### config.mk
export PLATFORM = sky130hd
export DESIGN_NAME = seg7_scroll_scheduler
export DESIGN_NICKNAME = d
export VERILOG_FILES = /design/src/rtl/seg7_scroll_scheduler.sv
export SDC_FILE = /design/constraint.sdc
export NUM_CORES = 1
export LEC_CHECK = 0
export ABC_AREA = 1
export BUFFER_PORTS_ARGS = -buffer_cell sky130_fd_sc_hd__buf_2
export CORE_MARGIN = 4
export CORE_UTILIZATION = 64
export CTS_BUF_LIST = sky130_fd_sc_hd__clkbuf_2 sky130_fd_sc_hd__clkbuf_4 sky130_fd_sc_hd__clkbuf_8
export DETAILED_ROUTE_END_ITERATION = 8
export GPL_TIMING_DRIVEN = 1
export PLACE_DENSITY = 0.82
export SLEW_MARGIN = 20
export SYNTH_ARGS = -nofsm -noshare
export SYNTH_HDL_FRONTEND = slang
export SYNTH_SLANG_ARGS = --single-unit
### constraint.sdc
create_clock -name clock -period 3.9 [get_ports clock]
set_input_delay 0.39 -clock clock [delete_from_list [all_inputs] [get_ports clock]]
set_output_delay 0.39 -clock clock [all_outputs]
set_load 0.005 [all_outputs]
### src/rtl/seg7_scroll_scheduler.sv
// Multiplexed seven-segment scan scheduler with a scrolling message buffer.
// Define SEG7_SCROLL_DEADTIME_EN to blank the digit select for the first quarter of every slot.
module seg7_scroll_scheduler #(
  parameter int N_DIGITS      = 8,
  parameter int REFRESH_LOG2  = 14,
  parameter int SCROLL_FRAMES = 32,
  parameter int MSG_DEPTH     = 16
) (
  input  logic       clock,
  input  logic       reset,
  input  logic       wr_valid,
  output logic       wr_ready,
  input  logic [7:0] wr_char,
  input  logic       clear,
  input  logic       scroll_en,
  output logic [7:0] abcdefgh,
  output logic [7:0] digit,
  output logic       frame_done
);

  localparam int AW = (MSG_DEPTH > 1) ? $clog2(MSG_DEPTH) : 1;
  localparam int LW = AW + 1;

  typedef enum logic [1:0] {EMPTY, STATIC, SCROLL} state_t;

  state_t                  state;
  state_t                  next_state;
  logic [REFRESH_LOG2-1:0] prescaler;
  logic [2:0]              slot;
  logic [2:0]              slot_nxt;
  logic [LW-1:0]           len;
  logic [LW-1:0]           len_nxt;
  logic [AW-1:0]           offset;
  logic [7:0]              frame_cnt;
  logic [7:0]              mem [MSG_DEPTH];
  logic [7:0]              digit_q;
  logic [7:0]              seg_q;
  logic [7:0]              pos;
  logic                    tick;
  logic                    frame_tick;
  logic                    wr_en;

  assign tick       = &prescaler;
  assign slot_nxt   = (slot == 3'(N_DIGITS - 1)) ? 3'd0 : slot + 3'd1;
  assign frame_tick = tick && (slot == 3'(N_DIGITS - 1));
  assign frame_done = !reset && frame_tick;
  assign wr_ready   = !reset && !clear && (len < LW'(MSG_DEPTH));
  assign wr_en      = wr_valid && wr_ready;
  // Leftmost digit (highest index) shows the character at the current scroll offset.
  assign pos        = 8'(offset) + 8'(N_DIGITS - 1) - 8'(slot_nxt);

  always_comb begin
    len_nxt    = len;
    next_state = EMPTY;
    if (clear) begin
      len_nxt = '0;
    end else if (wr_en) begin
      len_nxt = len + LW'(1);
    end
    if (len_nxt == '0) begin
      next_state = EMPTY;
    end else if (scroll_en && (int'(len_nxt) > N_DIGITS)) begin
      next_state = SCROLL;
    end else begin
      next_state = STATIC;
    end
  end

  always_ff @(posedge clock) begin
    if (reset) begin
      state <= EMPTY;
    end else begin
      state <= next_state;
    end
  end

  always_ff @(posedge clock) begin
    if (reset) begin
      prescaler <= '0;
      slot      <= '0;
      len       <= '0;
      offset    <= '0;
      frame_cnt <= '0;
    end else begin
      prescaler <= prescaler + REFRESH_LOG2'(1);
      if (tick) begin
        slot <= slot_nxt;
      end
      len <= len_nxt;
      if (clear || state != SCROLL) begin
        offset    <= '0;
        frame_cnt <= '0;
      end else if (frame_tick) begin
        if (frame_cnt == 8'(SCROLL_FRAMES - 1)) begin
          frame_cnt <= '0;
          offset    <= ((LW'(offset) + LW'(1)) >= len) ? '0 : offset + AW'(1);
        end else begin
          frame_cnt <= frame_cnt + 8'd1;
        end
      end
    end
  end

  // Buffer storage carries no reset; only positions below len are ever displayed.
  always_ff @(posedge clock) begin
    if (wr_en) begin
      mem[len[AW-1:0]] <= wr_char;
    end
  end

  always_ff @(posedge clock) begin
    if (reset || state == EMPTY) begin
      digit_q <= 8'h00;
      seg_q   <= 8'h00;
    end else if (tick) begin
      digit_q <= 8'd1 << slot_nxt;
      seg_q   <= (pos < 8'(len)) ? mem[pos[AW-1:0]] : 8'h00;
    end
  end

  assign abcdefgh = seg_q;

`ifdef SEG7_SCROLL_DEADTIME_EN
  // Top two prescaler bits are zero exactly during the first quarter of a slot.
  assign digit = (prescaler[REFRESH_LOG2-1:REFRESH_LOG2-2] == 2'b00) ? 8'h00 : digit_q;
`else
  assign digit = digit_q;
`endif

endmodule

==> impl_metrics.ini, run 1 <==
[final_layout]
multi_input_area_mm2 = 0.00282
n_fill_cell = 862
drive_gt1_frac = 0.108
area_growth_pct = 8.66
diodes = 0
fin_nets = 897
regArea_mm2 = 0.00488

[clock_network]
cts_hold_buf = 0
clockBufferDepth = 2
cts_tree = yes
numCtsBuffers = 17
cts.repair.resized = 0
htreeDepth = 4
cts_sinks = 180
postCtsSetupBuffers = 0
cts_root_buffer = clkbuf_8
clk_pin_slew_ns = 0.09
clk_latency_ns = 0.47

[critical_path]
cp_max_fo = 9
cp.required_ns = 4.30
path_delay_family = adder cells
critical_path.startpoint_type = register
slowest_stage = fa_1
path_class = register to register
worstPathArrival_ns = 3.97
startpoint = slot[0]
cp-end-kind = register
slowest_delay_ns = 0.53
cp_cell_sequence = ha_1 -> ha_1 -> inv_1 -> ha_1 -> fa_1 -> xnor2_4 -> clkinv_1 -> ha_1 -> nand2_1 -> inv_1 -> nand2_1 -> nand2_1 -> nand2_1 -> nand3_2 -> nor2_1 -> nor2_1 -> nor2_1
worstPathBufferInverterCount = 3
reg2reg_slack_ns = 0.33
reg2reg_from = slot[0]

[min_path]
min_path_type = primary input to register
holdCritStartpoint = scroll_en

[run_status]
status = finished, final reports clean

[timing]
slew_violations = 0
clock_skew_ns = 0.0124
relSlewSlack = 0.430
finalCritPeriodShare = 0.916
fmax_mhz = 280
hold_ws_ns = 0.283
period_needed_ns = 3.57
final-setup-viol-count = 0
rsz0062_at_grt = false
worst_pin_slew_ns = 0.852
setup_tns_ns = 0
hold_violations = 0

[synth]
async_flop_share = 0
ys.flop_type = edfxtp_1
synth_top_family_by_area = simple AND/OR/NAND/NOR gates
synthCells = 828
synth_top_area_frac = 0.475
synth_top_cell_by_area = edfxtp_1
synth_edf_count = 128
avgSynthCellArea_um2 = 9.77
yosys_warnings = 0
synthMuxAreaShare = 0
synth-compound-area-share = 0.0317
yosys.area_share.simple = 0.260
syn_area_mm2 = 0.00809
ys_types = 38
synth_xor_area_frac = 0.00990
yosys.area_share.adder = 0.0458
yosys-top-cells-area = edfxtp_1 (48%), dfxtp_1 (13%), nand2_1 (10%), nand3_1 (8.5%), ha_1 (4.3%)
ys_ff_latch = 180
syn_nets = 870
ys_seq_area_frac = 0.604

[pwr]
power.leakage_nw = 3.43
powerDensity_mw_per_mm2 = 395
peakVddDrop_uv = 424

[global_route]
overflow = 0
grt_pass1_vias = 5653
grt_pass1_wl_mm = 27.8
grt_use_total = 0.249
grt_max_degree = 42
antenna_found_initial = 0

[detailed_routing]
routed_wirelength_mm = 17.3
firstDrtPassIters = 5
via_per_inst = 5.74
ant_nets = 0
drt_iter0_drc = 716
vias = 5943
route.detailed.drc = 0
post_drt_wl_per_cell_um = 16.7

[die]
dieArea_mm2 = 0.0145
start_util = 0.662
die_y_um = 120
row_count = 40
num_io_pins = 31
fp.coreArea_mm2 = 0.0122
fp.dieW_um = 120

[place]
gp_congestion = 0.856
dp_hpwl_mm = 11.7
port-buffer-count = 30

[job]
max_cap_viol_count = 0
-- sequential cells by signal, summed over array words and instances (netlist names), 3 cells and up --
signal	cells
mem	128
prescaler	14
abcdefgh	8
digit	8
frame_cnt	8
len	5
offset	4
slot	3
-- cells by family (layout without fill, tap and decap cells) --
| logic type | count (synthesis) | after routing |
|---|---|---|
| buffers and inverters | 94 | 134 |
| adders and majority gates | 29 | 29 |
| xor gates and xnor gates | 7 | 7 |
| AOI/OAI and AO/OA | 49 | 49 |
| DFF | 180 | 180 |
| and+or+nand+nor | 469 | 469 |
-- tightest hold or removal path: cells and delay by family --
family,cells,cell delay [ns]
AND/OR/NAND/NOR,3,0.21
buffers and inverters,1,0.10
-- cell usage after synthesis, types with 3 or more instances --
cell / instances
nand3_1: 138
nor3_1: 6
nand4_1: 7
inv_1: 61
nor2_1: 71
edfxtp_1: 128
dfxtp_1: 52
o21ai_0: 10
ha_1: 28
nand3b_1: 3
xnor2_1: 3
clkbuf_1: 10
nand2_1: 224
xor2_1: 3
buf_2: 18
a21oi_1: 34
nor2_4: 4
-- worst paths after layout --
path | cells past startpoint | end
max | 17 | abcdefgh[5]
min | 4 | state[0]
max reg2reg | 17 | abcdefgh[5]
min reg2reg | 1 | prescaler[0]
-- cells in the final DEF, fill, tap and decap left out, drive strengths merged --
| cell type | n |
|---|---|
| nand3 | 140 |
| o21a | 2 |
| edfxtp | 128 |
| a21oi | 34 |
| dfxtp | 52 |
| clkinvlp | 1 |
| nor2 | 79 |
| nand3b | 3 |
| xnor2 | 4 |
| ha | 28 |
| or2 | 2 |
| fa | 1 |
| o21bai | 1 |
| bufinv | 3 |
| nand4 | 8 |
| nor3b | 1 |
| nor3 | 7 |
| buf | 39 |
| xor2 | 3 |
| clkinv | 4 |
| a31o | 1 |
| and3 | 1 |
| inv | 70 |
| clkbuf | 17 |
| o21ai | 11 |
| nand2 | 228 |
-- power by group --
part	internal, W	switching [W]
combinational	0.0000160	0.0000522
clock	0.000652	0.000695
sequential	0.00205	0.00000480
-- through the flow --
stage | utilization | worst slack [ns] | instance area, um2 | power, W | instances
4_1_cts | 0.719 | 0.353 | 8790 | 0.00348 | 1036
2_1_floorplan | - | 0.629 | 8090 | 0.00213 | 828
6_report | 0.720 | 0.327 | 8790 | 0.00347 | 1036
5_1_grt | 0.720 | 0.00606 | 8790 | 0.00359 | 1036
3_5_place_dp | 0.685 | 0.389 | 8360 | 0.00216 | 1004
3_3_place_gp | 0.685 | 0.570 | 8360 | 0.00216 | 1004
-- layer usage --
metal  global-route usage  part of all wire
met3               0.0655             0.084
met2                0.401              0.49
met1                0.330              0.41
met4               0.0907             0.019
met5                    0                 0
-- final cells by class --
type                    instances  area share
clock inverters                15      0.0216
inverters                      63      0.0269
flip-flops and latches        180       0.556
well taps                     168      0.0239
repair buffers                 39      0.0248
clock buffers                  17      0.0266
multi-input cells             554       0.320
Power figures use the tool's default switching activity.
==> run 2: changes to the inputs <==
Settings changed: CAP_MARGIN set to 20.
Clock period 3.9 ns to 3.8 ns, I/O delays scaled along.
==> run 2 against run 1 <==
Net effect:
- sequential power increased by 3%
- core utilization decreased by 0.38 points
- largest power group unchanged
- register-to-register slack got worse by 0.10 ns
- critical endpoint is now abcdefgh[2]
- clock power shrank 6%
- combinational power about the same
- worst hold slack got worse by 0.020 ns
==> impl_metrics.ini, run 2 (synthesis results as in run 1) <==
[run_status]
status = finished, final reports clean

[place]
placedCellCount = 1003
gp_congestion = 0.858
dp_hpwl_mm = 11.2
port-buffer-count = 30

[global_route]
overflow = 0
grt_use_total = 0.243
grt_pass1_vias = 5611
antenna_found_initial = 0
grt_pass1_wl_mm = 27.3
grt_max_degree = 65

[clock_network]
clockBufferDepth = 2
cts.repair.resized = 0
numCtsBuffers = 17
cts_tree = yes
cts_sinks = 180
clk_latency_ns = 0.46
postCtsSetupBuffers = 0
cts_hold_buf = 0
cts_root_buffer = clkbuf_8
htreeDepth = 4
clk_pin_slew_ns = 0.09

[job]
max_cap_viol_count = 0

[die]
die_y_um = 120
num_io_pins = 31
row_count = 40
dieArea_mm2 = 0.0145
fp.coreArea_mm2 = 0.0122
start_util = 0.662
fp.dieW_um = 120

[timing]
setup_tns_ns = 0
period_needed_ns = 3.57
worst_pin_slew_ns = 0.902
relSlewSlack = 0.397
finalCritPeriodShare = 0.941
hold_ws_ns = 0.263
rsz0062_at_grt = false
clock_skew_ns = 0.0102
slew_violations = 0
hold_violations = 0
final-setup-viol-count = 0
fmax_mhz = 280

[final_layout]
final_common_cell = nand2_1
diodes = 0
largest_register_ffs = 128
area_growth_pct = 8.09
fin_nets = 896
layout.cells.non_filler = 1034
fin_util = 0.716
final_cell_mix = nand2_1 (224), nand3_1 (138), edfxtp_1 (128), nor2_1 (71), inv_1 (61)
drive_gt1_frac = 0.105

[detailed_routing]
vias = 5881
firstDrtPassIters = 5
via_per_inst = 5.69
drt_iter0_drc = 522
routed_wirelength_mm = 16.9
post_drt_wl_per_cell_um = 16.3
ant_nets = 0
route.detailed.drc = 0

[critical_path]
cp.required_ns = 4.20
cp-end-kind = register
worstPathArrival_ns = 3.98
critical_path.startpoint_type = register
cp_max_fo = 9
path_class = register to register

[pwr]
power.leakage_nw = 3.41
peakVddDrop_uv = 246
powerDensity_mw_per_mm2 = 394

[min_path]
min_path_type = primary input to register
-- run 2: area by class of cell --
type	instances	area, um2
Multi-Input combinational cell	554	2820
Tap cell	168	210
Clock buffer	20	256
Clock inverter	11	129
Timing Repair Buffer	38	210
Sequential cell	180	4880
Inverter	63	236
Fill cell	887	3470
-- run 2: layer usage --
metal | GRT usage | share of wire | vias up
li1 | - | - | 2841
met1 | 0.331 | 0.43 | 2774
met2 | 0.379 | 0.46 | 232
met3 | 0.0631 | 0.088 | 34
met4 | 0.0928 | 0.023 | 0
met5 | 0 | 0 | -
-- run 2: critical path, cell delays in order (launching register included) --
cell,delay [ns]
dfxtp_1,0.37
ha_1,0.22
ha_1,0.37
inv_1,0.13
ha_1,0.34
fa_1,0.51
xnor2_4,0.19
clkinv_1,0.24
ha_1,0.37
a21oi_1,0.17
nand2_1,0.07
nand2_1,0.09
nand3_2,0.14
nor2_1,0.16
nor2_1,0.05
nor2_1,0.07
-- run 2: worst paths after layout --
check / from / to / slack (ns) / cells past startpoint
setup / recovery: slot[0] / abcdefgh[2] / 0.23 / 15
hold / removal: scroll_en / state[0] / 0.26 / 4
hold reg to reg: prescaler[0] / prescaler[0] / 0.44 / 1
setup reg to reg: slot[0] / abcdefgh[2] / 0.23 / 15
-- run 2: report_power, final --
part           switching (W)   total, W  internal, W
Combinational      0.0000515  0.0000679    0.0000164
Sequential        0.00000461    0.00211      0.00210
Clock               0.000667    0.00127     0.000606
Total               0.000723    0.00345      0.00273
-- run 2: stage by stage --
| step | total power (W) | worst slack (ns) | cell area, um2 |
|---|---|---|---|
| after floorplan | 0.00219 | 0.529 | 8090 |
| after detailed placement | 0.00222 | 0.287 | 8350 |
| after global routing | 0.00356 | 0.0108 | 8740 |
| final | 0.00345 | 0.226 | 8740 |
| after global placement | 0.00222 | 0.443 | 8350 |
| after CTS | 0.00346 | 0.255 | 8740 |
